--- src/rtl/apb_pkg.sv ---
// Shared definitions for the APB requester and its completers.
// Holds the FSM encoding, the default timeout and the completer register map.
package apb_pkg;

   typedef enum logic [1:0] {
      IDLE   = 2'd0,
      SETUP  = 2'd1,
      ACCESS = 2'd2,
      RESP   = 2'd3
   } apb_state_e;

   localparam int APB_TIMEOUT_DEFAULT = 16;

   localparam int REG_CTRL    = 0;
   localparam int REG_STATS   = 1;
   localparam int REG_TX_DATA = 2;
   localparam int REG_RX_DATA = 3;

endpackage

--- src/rtl/apb_requester_if.sv ---
// Command/response handshake plus APB bus signals of the requester.
// The master modport is the requester view; the slave modport is the environment view.
interface apb_requester_if #(
   parameter int ADDR_W = 32,
   parameter int DATA_W = 32
);
   logic              cmd_valid;
   logic              cmd_ready;
   logic              cmd_write;
   logic [ADDR_W-1:0] cmd_addr;
   logic [DATA_W-1:0] cmd_wdata;

   logic              rsp_valid;
   logic [DATA_W-1:0] rsp_rdata;
   logic              rsp_err;

   logic [ADDR_W-1:0] PADDR;
   logic              PWRITE;
   logic [DATA_W-1:0] PWDATA;
   logic              PSEL;
   logic              PENABLE;
   logic [DATA_W-1:0] PRDATA;
   logic              PREADY;
   logic              PSLVERR;

   modport master (
      input  cmd_valid, cmd_write, cmd_addr, cmd_wdata, PRDATA, PREADY, PSLVERR,
      output cmd_ready, rsp_valid, rsp_rdata, rsp_err,
             PADDR, PWRITE, PWDATA, PSEL, PENABLE
   );

   modport slave (
      output cmd_valid, cmd_write, cmd_addr, cmd_wdata, PRDATA, PREADY, PSLVERR,
      input  cmd_ready, rsp_valid, rsp_rdata, rsp_err,
             PADDR, PWRITE, PWDATA, PSEL, PENABLE
   );

endinterface

--- src/rtl/apb_requester.sv ---
// Single-outstanding APB requester: one command in, one SETUP/ACCESS transfer out,
// one-cycle response pulse back, with a bounded wait on PREADY.
module apb_requester
   import apb_pkg::*;
#(
   parameter int ADDR_W  = 32,
   parameter int DATA_W  = 32,
   parameter int TIMEOUT = APB_TIMEOUT_DEFAULT
) (
   input  logic           PCLK,
   input  logic           PRESETn,
   apb_requester_if.master bus
);

   localparam logic [7:0] TIMEOUT_CNT = 8'(TIMEOUT);

   apb_state_e        state_q, state_d;
   logic [ADDR_W-1:0] paddr_q, paddr_d;
   logic              pwrite_q, pwrite_d;
   logic [DATA_W-1:0] pwdata_q, pwdata_d;
   logic              psel_q, psel_d;
   logic              penable_q, penable_d;
   logic              rsp_valid_q, rsp_valid_d;
   logic              rsp_err_q, rsp_err_d;
   logic [DATA_W-1:0] rsp_rdata_q, rsp_rdata_d;
   logic [7:0]        wait_cnt_q, wait_cnt_d;
   logic [7:0]        wait_inc;

   // NOTE: every variable gets a default before the case so no path leaves one unassigned (no latches).
   always_comb begin
      state_d     = state_q;
      paddr_d     = paddr_q;
      pwrite_d    = pwrite_q;
      pwdata_d    = pwdata_q;
      rsp_err_d   = rsp_err_q;
      rsp_rdata_d = rsp_rdata_q;
      wait_cnt_d  = wait_cnt_q;
      psel_d      = 1'b0;
      penable_d   = 1'b0;
      rsp_valid_d = 1'b0;
      wait_inc    = (wait_cnt_q == 8'hFF) ? 8'hFF : wait_cnt_q + 8'd1;

      // Bus strobes are computed for the next state so PSEL/PENABLE/rsp_valid come straight from flops.
      unique case (state_q)
         IDLE: begin
            if (bus.cmd_valid) begin
               state_d    = SETUP;
               paddr_d    = bus.cmd_addr;
               pwrite_d   = bus.cmd_write;
               pwdata_d   = bus.cmd_write ? bus.cmd_wdata : '0;
               wait_cnt_d = '0;
               psel_d     = 1'b1;
            end
         end
         SETUP: begin
            state_d   = ACCESS;
            psel_d    = 1'b1;
            penable_d = 1'b1;
         end
         ACCESS: begin
            if (bus.PREADY) begin
               state_d     = RESP;
               rsp_err_d   = bus.PSLVERR;
               rsp_rdata_d = (!pwrite_q && !bus.PSLVERR) ? bus.PRDATA : '0;
               rsp_valid_d = 1'b1;
            end else begin
               wait_cnt_d = wait_inc;
               if (wait_inc == TIMEOUT_CNT) begin
                  state_d     = RESP;
                  rsp_err_d   = 1'b1;
                  rsp_rdata_d = '0;
                  rsp_valid_d = 1'b1;
               end else begin
                  psel_d    = 1'b1;
                  penable_d = 1'b1;
               end
            end
         end
         RESP: begin
            state_d = IDLE;
         end
         default: state_d = IDLE;
      endcase
   end

   // NOTE: sequential state uses non-blocking assignments so all flops update from pre-edge values.
   always_ff @(posedge PCLK or negedge PRESETn) begin
      if (!PRESETn) begin
         state_q     <= IDLE;
         paddr_q     <= '0;
         pwrite_q    <= 1'b0;
         pwdata_q    <= '0;
         psel_q      <= 1'b0;
         penable_q   <= 1'b0;
         rsp_valid_q <= 1'b0;
         rsp_err_q   <= 1'b0;
         rsp_rdata_q <= '0;
         wait_cnt_q  <= '0;
      end else begin
         state_q     <= state_d;
         paddr_q     <= paddr_d;
         pwrite_q    <= pwrite_d;
         pwdata_q    <= pwdata_d;
         psel_q      <= psel_d;
         penable_q   <= penable_d;
         rsp_valid_q <= rsp_valid_d;
         rsp_err_q   <= rsp_err_d;
         rsp_rdata_q <= rsp_rdata_d;
         wait_cnt_q  <= wait_cnt_d;
      end
   end

   assign bus.cmd_ready = (state_q == IDLE);
   assign bus.rsp_valid = rsp_valid_q;
   assign bus.rsp_err   = rsp_err_q;
   assign bus.rsp_rdata = rsp_rdata_q;
   assign bus.PADDR     = paddr_q;
   assign bus.PWRITE    = pwrite_q;
   assign bus.PWDATA    = pwdata_q;
   assign bus.PSEL      = psel_q;
   assign bus.PENABLE   = penable_q;

endmodule

--- src/flat_wrapper.sv ---
// flat-port wrapper written by rule: the top's interface ports become plain ports
module apb_requester_flat import apb_pkg::*;
#(
   parameter int ADDR_W  = 32,
   parameter int DATA_W  = 32,
   parameter int TIMEOUT = APB_TIMEOUT_DEFAULT
)
  (PCLK, PRESETn, bus_cmd_valid, bus_cmd_write, bus_cmd_addr, bus_cmd_wdata, bus_PRDATA, bus_PREADY, bus_PSLVERR, bus_cmd_ready, bus_rsp_valid, bus_rsp_rdata, bus_rsp_err, bus_PADDR, bus_PWRITE, bus_PWDATA, bus_PSEL, bus_PENABLE);
  apb_requester_if #(.ADDR_W(ADDR_W), .DATA_W(DATA_W)) bus_i ();
  input  logic PCLK;
  input  logic PRESETn;
  input wire logic [$bits(bus_i.cmd_valid)-1:0] bus_cmd_valid;
  input wire logic [$bits(bus_i.cmd_write)-1:0] bus_cmd_write;
  input wire logic [$bits(bus_i.cmd_addr)-1:0] bus_cmd_addr;
  input wire logic [$bits(bus_i.cmd_wdata)-1:0] bus_cmd_wdata;
  input wire logic [$bits(bus_i.PRDATA)-1:0] bus_PRDATA;
  input wire logic [$bits(bus_i.PREADY)-1:0] bus_PREADY;
  input wire logic [$bits(bus_i.PSLVERR)-1:0] bus_PSLVERR;
  output wire logic [$bits(bus_i.cmd_ready)-1:0] bus_cmd_ready;
  output wire logic [$bits(bus_i.rsp_valid)-1:0] bus_rsp_valid;
  output wire logic [$bits(bus_i.rsp_rdata)-1:0] bus_rsp_rdata;
  output wire logic [$bits(bus_i.rsp_err)-1:0] bus_rsp_err;
  output wire logic [$bits(bus_i.PADDR)-1:0] bus_PADDR;
  output wire logic [$bits(bus_i.PWRITE)-1:0] bus_PWRITE;
  output wire logic [$bits(bus_i.PWDATA)-1:0] bus_PWDATA;
  output wire logic [$bits(bus_i.PSEL)-1:0] bus_PSEL;
  output wire logic [$bits(bus_i.PENABLE)-1:0] bus_PENABLE;
  assign bus_i.cmd_valid = bus_cmd_valid;
  assign bus_i.cmd_write = bus_cmd_write;
  assign bus_i.cmd_addr = bus_cmd_addr;
  assign bus_i.cmd_wdata = bus_cmd_wdata;
  assign bus_i.PRDATA = bus_PRDATA;
  assign bus_i.PREADY = bus_PREADY;
  assign bus_i.PSLVERR = bus_PSLVERR;
  assign bus_cmd_ready = bus_i.cmd_ready;
  assign bus_rsp_valid = bus_i.rsp_valid;
  assign bus_rsp_rdata = bus_i.rsp_rdata;
  assign bus_rsp_err = bus_i.rsp_err;
  assign bus_PADDR = bus_i.PADDR;
  assign bus_PWRITE = bus_i.PWRITE;
  assign bus_PWDATA = bus_i.PWDATA;
  assign bus_PSEL = bus_i.PSEL;
  assign bus_PENABLE = bus_i.PENABLE;
  apb_requester #(.ADDR_W(ADDR_W), .DATA_W(DATA_W), .TIMEOUT(TIMEOUT)) u_core (.PCLK(PCLK), .PRESETn(PRESETn), .bus(bus_i));
endmodule
--- config.mk ---
export PLATFORM = sky130hd
export DESIGN_NAME = apb_requester_flat
export DESIGN_NICKNAME = d
export VERILOG_FILES = /design/src/rtl/apb_pkg.sv /design/src/rtl/apb_requester_if.sv /design/src/rtl/apb_requester.sv /design/src/flat_wrapper.sv
export SDC_FILE = /design/constraint.sdc
export NUM_CORES = 1
export LEC_CHECK = 0
export ABC_AREA = 1
export ABC_CLOCK_PERIOD_IN_PS = 4400
export CORE_MARGIN = 2
export CORE_UTILIZATION = 35
export CTS_CLUSTER_DIAMETER = 40
export CTS_CLUSTER_SIZE = 16
export DETAILED_ROUTE_END_ITERATION = 16
export PLACE_DENSITY_LB_ADDON = 0.15
export SYNTH_ARGS = -nofsm -noshare
export SYNTH_HDL_FRONTEND = slang
export SYNTH_SLANG_ARGS = --single-unit
--- constraint.sdc ---
create_clock -name PCLK -period 4.4 [get_ports PCLK]
set_input_delay 0.88 -clock PCLK [delete_from_list [all_inputs] [get_ports PCLK]]
set_output_delay 0.88 -clock PCLK [all_outputs]
set_load 0.05 [all_outputs]
==> qor.txt <==
======================================================================================
Outcome ................................................................. finished clean
P_leak ..................................................................     3.361 nW
CP Data Required Time ...................................................      4.67 ns
Wire length of the first global-routing pass ............................     20.62 mm
Antenna violations before repair ........................................            0
Htree depth .............................................................            3
TritonCTS clock tree ....................................................         done
Number of top-level design ports ........................................          204
Synthesized netlist cell count ..........................................          531
Count of nets left with antenna violations after detail routing .........            0
Count of input and output buffers .......................................          203
Area growth from synthesis to final layout ..............................       52.81%
Estimated wirelength of the detail-placed design ........................     8.882 mm
Final setup vio count ...................................................            0
Ant diodes ..............................................................            0
Root Buffer Master ...................................................... sky130_fd_sc_hd__clkbuf_16
Sum of overflow across all layers after global routing ..................            0
DR DRC count ............................................................            0
Actual slew at the worst max-slew pin ...................................     1.191 ns
Maximum VDD drop ........................................................    0.4592 mV
Largest net degree at the start of global routing .......................           99
Post-Route Setup TNS ....................................................         0 ns
Depth of the worst register-to-register path ............................           10
Post-synthesis cell area ................................................    4606 um^2
Number of rows created at floorplan .....................................           41
Global router's overall resource usage ..................................       18.30%
Max_slew headroom .......................................................       20.35%
Max Cap Violations ......................................................            0
Initial cell density of the core ........................................       36.20%
Fraction of synthesized cell area taken by the top area cell type .......       60.31%
CP dominant cell by count ............................................... sky130_fd_sc_hd__a21oi_1
Worst Setup Slack post-DPL ..............................................     1.154 ns
Maximum frequency from static timing analysis ...........................   0.3453 GHz
CP delay by family, top ................................................. compound AO/OA/AOI/OAI gates
Hold WC Path Type ....................................................... flop to flop
Number of logic stages on the critical path including buffering .........            9
CTS sink count ..........................................................          111
Cell count of the worst hold path .......................................            2
Length of the first detailed-routing pass in iterations .................            4
Final net count .........................................................          832
Unique masters post-synth ...............................................           25
Final Cycle Share .......................................................       65.82%
Starting DRT DRC Count ..................................................          215
Fraction of layout instances using a drive strength above 1 .............       6.036%
Worst-case clock buffer depth ...........................................            2
Register bit count reported by yosys ....................................          111
Leading register cell type out of synthesis ............................. sky130_fd_sc_hd__dfrtp_1
Cells traversed along the worst timing path ............................. clkdlybuf4s50_1, nand2_2, clkinv_1, buf_4, a21oi_1, a21oi_1, nand2_1, a21oi_1, o21bai_1
Final min period ........................................................     2.896 ns
RSZ-0062 raised after global routing ....................................        false
Largest fanout on the critical path .....................................           34
Clock latency at the later pin of the worst-skew pair ...................      0.35 ns
Part of the Yosys area used for sequential elements .....................       60.31%
Total of hold buffers inserted after clock tree synthesis ...............            0
Mapped Nets .............................................................          638
Horizontal extent of the die ............................................     118.7 um
DR WL/cell ..............................................................     13.78 um
Number of vias after detailed routing ...................................         4031
Largest incremental delay on the critical path ..........................      0.69 ns
Power Dens Cells ........................................................ 783.7 nW/um^2
Kind of start point of the critical path ................................   input port
Number of post-CTS setup repair buffers .................................            0
Final setup slack of the worst path .....................................     1.504 ns
Vias in the first global route ..........................................         4139
Vias/cell ...............................................................        4.474
Final RePlAce weighted congestion .......................................       0.8044
Yosys synthesis warning count ...........................................            0
Crit end category .......................................................         flop
Total Die Area ..........................................................   14090 um^2
Share of flip-flops with an asynchronous set or reset after synthesis ...       100.0%
Critical Path Slowest Stage Cell ........................................ sky130_fd_sc_hd__a21oi_1
Number of buffer and inverter instances along the worst setup path ......            3
Count of final max-slew check failures ..................................            0
Synth area leaders ...................................................... sky130_fd_sc_hd__dfrtp_1, sky130_fd_sc_hd__nand2_1, sky130_fd_sc_hd__o21ai_0, sky130_fd_sc_hd__nand2_2, sky130_fd_sc_hd__inv_1
Worst Path Class, Setup ................................................. input port to flop
Area leader, netlist .................................................... sky130_fd_sc_hd__dfrtp_1
Area inside the core boundary ...........................................   12720 um^2
Die extent in y .........................................................     118.7 um
Cells resized by post-CTS repair ........................................            0
Final count of hold timing violations ...................................            0
Mean cell area of the mapped netlist ....................................   8.674 um^2
Clock slew at the register clock pins of the worst setup and hold paths .      0.07 ns
Detailed Route WL .......................................................     12.42 mm
Clock buffers created by TritonCTS ......................................            9
Critical path arrival ...................................................      3.17 ns
Clock skew after layout .................................................   0.01026 ns
Number of enable-type register cells in the synthesized netlist .........            0
======================================================================================
-- cells by family after synthesis --
logic type                 Yosys count  synth area share [%]
and+or+nand+nor                    318                 28.17
buffers and inverters               48                 4.483
xor gates and xnor gates             1                0.1902
adders and majority gates            5                 1.358
AOI/OAI and AO/OA                   48                 5.487
DFF                                111                 60.31
-- stage by stage --
step,cell area [um^2],utilization (%),power (W),hold WS [ns],instances
2_1_floorplan,4606,-,0.003689,0.4904,531
3_3_place_gp,6779,53.28,0.004777,0.4525,886
3_5_place_dp,6779,53.28,0.004815,0.4578,886
4_1_cts,7038,55.32,0.005587,0.4758,901
5_1_grt,7038,55.32,0.005825,0.4886,901
6_report,7038,55.32,0.005516,0.4702,901
-- tightest hold or removal path, cell delays in order (launching register included) --
cell                      delay, ns
sky130_fd_sc_hd__dfrtp_1       0.34
sky130_fd_sc_hd__nand2_1       0.05
sky130_fd_sc_hd__nand2_1       0.05
-- cells in the final DEF (no fill, tap or decap), drive strengths merged --
cell,count
nand3b,1
a21boi,1
clkbuf,14
a21oi,4
nand2,288
xor2,1
o21bai,2
buf,6
clkinv,2
nor4,1
clkdlybuf4s50,202
or2,2
nor2,12
inv,22
dfrtp,111
nand3,13
o22ai,4
nand4,1
ha,5
o21ai,37
-- power breakdown --
group          switching, W  total, W  internal (W)  leakage (nW)
sequential         0.000240   0.00167       0.00143          1.44
clock              0.000343  0.000739      0.000397         0.127
combinational       0.00212   0.00310      0.000980          1.79
-- state kept, by name, summed over array words and instances, names as in the netlist --
| name | cells |
|---|---|
| u_core.bus.PADDR | 32 |
| u_core.bus.PWDATA | 32 |
| u_core.bus.rsp_rdata | 32 |
| u_core.wait_cnt_q | 8 |
| u_core.state_q | 2 |
| u_core.bus.PENABLE | 1 |
| u_core.bus.PSEL | 1 |
| u_core.bus.PWRITE | 1 |
| u_core.bus.rsp_err | 1 |
| u_core.bus.rsp_valid | 1 |
-- cell usage after synthesis, types with 2 or more instances --
master,instances
sky130_fd_sc_hd__nand2_1,270
sky130_fd_sc_hd__dfrtp_1,111
sky130_fd_sc_hd__o21ai_0,36
sky130_fd_sc_hd__inv_1,22
sky130_fd_sc_hd__clkbuf_1,21
sky130_fd_sc_hd__nand2_2,17
sky130_fd_sc_hd__nand3_1,11
sky130_fd_sc_hd__nor2_1,9
sky130_fd_sc_hd__ha_1,5
sky130_fd_sc_hd__a21oi_1,4
sky130_fd_sc_hd__o22ai_1,4
sky130_fd_sc_hd__buf_6,3
sky130_fd_sc_hd__nor2_2,3
sky130_fd_sc_hd__nand3_2,2
sky130_fd_sc_hd__o21bai_1,2
sky130_fd_sc_hd__or2_2,2
-- path summary, 6_finish.rpt --
path                                                 startpoint                                    to  slack [ns]
setup / recovery                                  bus_cmd_valid      u_core.wait_cnt_q[4]$_DFFE_PN0P_        1.50
hold / removal             u_core.bus.rsp_rdata[31]$_DFFE_PN0P_  u_core.bus.rsp_rdata[31]$_DFFE_PN0P_        0.47
setup reg to reg                  u_core.state_q[1]$_DFFE_PN0P_      u_core.wait_cnt_q[4]$_DFFE_PN0P_        1.79
hold reg to reg            u_core.bus.rsp_rdata[31]$_DFFE_PN0P_  u_core.bus.rsp_rdata[31]$_DFFE_PN0P_        0.47
max in group asynchronous                               PRESETn      u_core.bus.PWDATA[0]$_DFFE_PN0P_        2.92
min in group asynchronous                               PRESETn             u_core.bus.PSEL$_DFF_PN0_        0.59
-- per-layer routing --
metal | vias to the layer above | track usage (%) | part of all wire [%]
met5 | - | 0 | 0
met4 | 0 | 5.506 | 1.7
met3 | 13 | 7.529 | 8.9
met2 | 123 | 30.06 | 48
met1 | 1875 | 21.95 | 41
li1 | 2020 | - | -
-- area by class of cell --
class / instances / area [um^2]
clock buffer: 14 / 254.0
clock inverter: 1 / 5.005
fill: 1232 / 5684
inverter: 23 / 86.33
multi-input combinational: 372 / 1633
sequential: 111 / 2778
tap: 172 / 215.2
timing repair buffer: 208 / 2067
Power figures use the tool's default switching activity.
